<file path="src/rtl/sqrt_unit.sv">
// Bit-serial restoring integer square root: floor(sqrt(x)) and remainder,
// one root bit per cycle, with valid/ready handshakes on both sides.
module sqrt_unit #(
  parameter int  WIDTH = 16,
  localparam int RW    = WIDTH / 2,
  localparam int CW    = $clog2(WIDTH / 2 + 1)
) (
  input  logic            clk_i,
  input  logic            rst_i,
  input  logic            in_valid_i,
  output logic            in_ready_o,
  input  logic [WIDTH-1:0] x_i,
  output logic            out_valid_o,
  input  logic            out_ready_i,
  output logic [RW-1:0]   root_o,
  output logic [RW:0]     rem_o,
  output logic            busy_o
);

  // Handshake rule: a transfer happens on a rising edge where valid and ready
  // are both high; valid may not drop and data may not change until then.

  if ((WIDTH < 2) || (WIDTH % 2 != 0)) begin : g_bad_width
    $error("sqrt_unit: WIDTH must be even and >= 2");
  end

  typedef enum logic [1:0] {
    IDLE = 2'd0,
    CALC = 2'd1,
    DONE = 2'd2
  } state_e;

  state_e           state_q, state_d;
  logic [WIDTH-1:0] x_sr_q, x_sr_d;
  logic [RW:0]      rem_q, rem_d;
  logic [RW-1:0]    root_q, root_d;
  logic [CW-1:0]    count_q, count_d;

  logic [RW+2:0]    rem_t, trial;
  logic             take;
  logic             load;
  logic             last_iter;

  // State register and datapath flops
  always_ff @(posedge clk_i) begin
    if (rst_i) begin
      state_q <= IDLE;
      x_sr_q  <= '0;
      rem_q   <= '0;
      root_q  <= '0;
      count_q <= '0;
    end else begin
      state_q <= state_d;
      x_sr_q  <= x_sr_d;
      rem_q   <= rem_d;
      root_q  <= root_d;
      count_q <= count_d;
    end
  end

  assign load      = in_valid_i & in_ready_o;
  assign last_iter = (count_q == CW'(RW - 1));

  // Next-state logic
  always_comb begin
    state_d = state_q;
    case (state_q)
      IDLE: if (load) state_d = CALC;
      CALC: if (last_iter) state_d = DONE;
      DONE: begin
        if (load)             state_d = CALC;
        else if (out_ready_i) state_d = IDLE;
      end
      default: state_d = IDLE;
    endcase
  end

  // One restoring step: bring down two operand bits, try subtracting 4*root+1
  always_comb begin
    rem_t = {rem_q, x_sr_q[WIDTH-1 -: 2]};
    trial = {1'b0, root_q, 2'b01};
    take  = (rem_t >= trial);

    x_sr_d  = x_sr_q;
    rem_d   = rem_q;
    root_d  = root_q;
    count_d = count_q;

    if (load) begin
      x_sr_d  = x_i;
      rem_d   = '0;
      root_d  = '0;
      count_d = '0;
    end else if (state_q == CALC) begin
      // The true remainder always fits RW+1 bits, so the low slice is exact.
      rem_d   = take ? (rem_t[RW:0] - trial[RW:0]) : rem_t[RW:0];
      root_d  = (root_q << 1) | RW'(take);
      x_sr_d  = x_sr_q << 2;
      count_d = count_q + CW'(1);
    end
  end

  // Outputs
  always_comb begin
    in_ready_o  = 1'b0;
    out_valid_o = 1'b0;
    busy_o      = 1'b0;
    case (state_q)
      IDLE: in_ready_o = ~rst_i;
      CALC: busy_o = 1'b1;
      DONE: begin
        in_ready_o  = ~rst_i & out_ready_i;
        out_valid_o = 1'b1;
        busy_o      = 1'b1;
      end
      default: ;
    endcase
  end

  assign root_o = root_q;
  assign rem_o  = rem_q;

endmodule

</file>
<file path="config.mk">
export PLATFORM = sky130hd
export DESIGN_NAME = sqrt_unit
export DESIGN_NICKNAME = d
export VERILOG_FILES = /design/src/rtl/sqrt_unit.sv
export SDC_FILE = /design/constraint.sdc
export NUM_CORES = 1
export LEC_CHECK = 0
export ABC_AREA = 1
export BUFFER_PORTS_ARGS = -buffer_cell sky130_fd_sc_hd__buf_2
export CORE_UTILIZATION = 45
export CTS_CLUSTER_SIZE = 10
export DETAILED_ROUTE_END_ITERATION = 16
export PLACE_DENSITY = 0.66
export SYNTH_ARGS = -nofsm -noshare
export SYNTH_HDL_FRONTEND = slang
export SYNTH_SLANG_ARGS = --single-unit
</file>
<file path="constraint.sdc">
create_clock -name clk_i -period 1.8 [get_ports clk_i]
set_input_delay 0.18 -clock clk_i [delete_from_list [all_inputs] [get_ports clk_i]]
set_output_delay 0.18 -clock clk_i [all_outputs]
set_load 0.05 [all_outputs]
</file>
==> run metrics <==
Wirelength per Cell=11.7 um; GRT met3 Usage=3.84%; Via density=4.95; CTS buffer count=5; Yosys top cell area share=33.8%; Die H=73.6 um; Final Cycle Share=96.5%; Post-DP HPWL=3630 um; status=completed; WP buf/inv=2; RePlAce Congestion=0.836; Yosys top cell by area=dfxtp_1; Area growth syn-to-layout=31.0%; GR peak layer=met2; final setup fails=0; hold path start=x_i[1]; DR pass1 iterations=4; met1 Use GR=25.5%; Nets=427; crit-path max cell delay=0.35 ns; Post-Synthesis Cell Area=0.00231 mm^2; Die X-Extent=73.6 um; Post-Syn Area per Cell=6.87 um^2; largest net degree at the start of global routing=30; Worst Tran Pin Value=0.304 ns; Critical Path Stages=11; Hold Crit Class=in -> reg; Clock Sinks=39; Req. time, crit path=2.03 ns; vias in the first global route=1985; Worst Skew=0.0116 ns; Crit. Startpoint=root_o[0]; element type at the critical path start=flop; post-route design area=0.00302 mm^2; Critical R2R Launch=root_o[0]; CP Cell Sequence=inv_1 -> ha_4 -> nand3_1 -> nand2_2 -> nand2_2 -> nand2_2 -> nand2_4 -> buf_4 -> nand3_1 -> nand3_1 -> a21oi_2; maximum clock path buffer count=2; WHS Path Cells=3; Antenna Cells=0; Area after DPL=0.00265 mm^2; slowest CP cell=dfxtp_2; # rows=25; Routed WL=5380 um; initial antenna violation count=0; # IOs=40; crit path DAT=1.97 ns; critical path class=reg -> reg; CTS clock-pin slew for the worst setup and hold paths=0.08 ns; Ys Warns=0; Hold Vio Cnt, Final=0; first-pass GRT wire length=8570 um; max-slew violations=0; DR iter-0 viols=100; synth unique cells=26; CP Capture Type=flop; Net Count, Synth=371; cell family with the largest share of critical-path delay=simple AND/OR/NAND/NOR gates; CTS Hold Bufs=0; Synth Instances=336; post-synthesis sequential area ratio=33.8%; gr usage total=20.3%; Reg2Reg Depth=11; crit path time final=1.74 ns; met2 Usage GRT=34.8%; slew margin rel.=79.7%; DRC Markers=0; root buffer cell=clkbuf_8; IO buf count=39; Core Footprint=0.00482 mm^2; die footprint=0.00542 mm^2; Final ANT Viol Nets=0; share of cells above drive strength 1=33.3%; Initial Util=47.9%; via count=2279; Max-Cap Viols=0; CTS tree=yes; gr ovfl total=0; H-tree levels=2; CP Max Fanout=8; top cells by area, synth=dfxtp_1 (34%), nand2_1 (11%), nand3_1 (11%); Worst-Skew Late Latency=0.29 ns; flops & latches, synth=39; achievable frequency=0.576 GHz
[Yosys cell counts (all sizes together)]
| cell | instances |
|---|---|
| nor3 | 3 |
| nand3 | 51 |
| o21bai | 1 |
| a211oi | 2 |
| a21oi | 30 |
| nor2 | 34 |
| inv | 48 |
| nand2 | 77 |
| xor2 | 2 |
| o21ai | 5 |
| buf | 10 |
| ha | 15 |
| xnor2 | 2 |
| dfxtp | 39 |
| clkbuf | 5 |
| a31oi | 12 |
[worst min-delay path: cells and delay by family]
family,cells,cell delay (ns)
buf+inv,1,0.09
compound gates,1,0.05
simple gates,1,0.05
[routing by layer]
metal / vias up / wire length (um)
li1: 1200 / -
met1: 1016 / 2490
met2: 57 / 2560
met3: 6 / 254
met4: 0 / 72
met5: - / 0
[cell usage in the layout (no fill, tap or decap), types with 3 or more instances in the layout]
| cell | n |
|---|---|
| a21oi_1 | 23 |
| a21oi_2 | 5 |
| a31oi_1 | 12 |
| buf_2 | 39 |
| buf_4 | 19 |
| buf_6 | 3 |
| clkbuf_8 | 5 |
| dfxtp_1 | 23 |
| dfxtp_2 | 13 |
| dfxtp_4 | 3 |
| ha_1 | 5 |
| ha_4 | 9 |
| inv_1 | 39 |
| inv_2 | 7 |
| nand2_1 | 67 |
| nand2_2 | 8 |
| nand2_4 | 3 |
| nand3_1 | 49 |
| nor2_1 | 31 |
| o21ai_0 | 4 |
[flip-flops by register name, indices dropped and copies added (netlist names)]
name     flops
root_o       8
rem_o        9
x_sr_q      16
count_q      4
state_q      2
[path summary, 6_finish.rpt]
kind	to	slack (ns)
min	x_sr_q[1]	0.13
max reg2reg	rem_o[6]	0.06
max	rem_o[6]	0.06
min reg2reg	x_sr_q[0]	0.48
[kinds of logic (layout without fill, tap and decap cells)]
family	after synthesis	after routing	synth area share (%)
and+or+nand+nor	165	166	31.7
buffers and inverters	63	119	11.2
AOI/OAI and AO/OA	50	50	13.6
DFF	39	39	33.8
adders and majority gates	15	15	8.13
xor gates and xnor gates	4	4	1.52
[area by class of cell]
cell class,count,area [um^2]
fill,471,1790
multi-input combinational,235,1420
sequential,39,808
timing repair buffer,63,412
inverter,48,185
tap,67,83.8
clock buffer,5,68.8
clock inverter,3,43.8
[metrics by stage]
stage	utilization (%)	TNS [ns]	instances	setup slack, ns	hold WS, ns
after global placement	55.0	-0.0565	435	-0.0286	0.434
final	62.8	0	460	0.0630	0.130
after global routing	62.8	-0.109	460	-0.0567	0.139
after detailed placement	55.0	-0.187	435	-0.0529	0.443
after floorplan	-	0	336	0.00348	0.327
after CTS	58.5	0	447	0.00622	0.123
[what timing repair did]
| action | 4_1_cts | 5_1_grt |
|---|---|---|
| resized for setup | 3 | 23 |
| setup buffers | 4 | 12 |
| gates cloned | 0 | 1 |
| endpoints found under the setup margin | 9 | 10 |
| pin swaps | 2 | 14 |
Power is not shown: default switching activity piles up to over one toggle a cycle in this logic, so the estimate is an artifact.
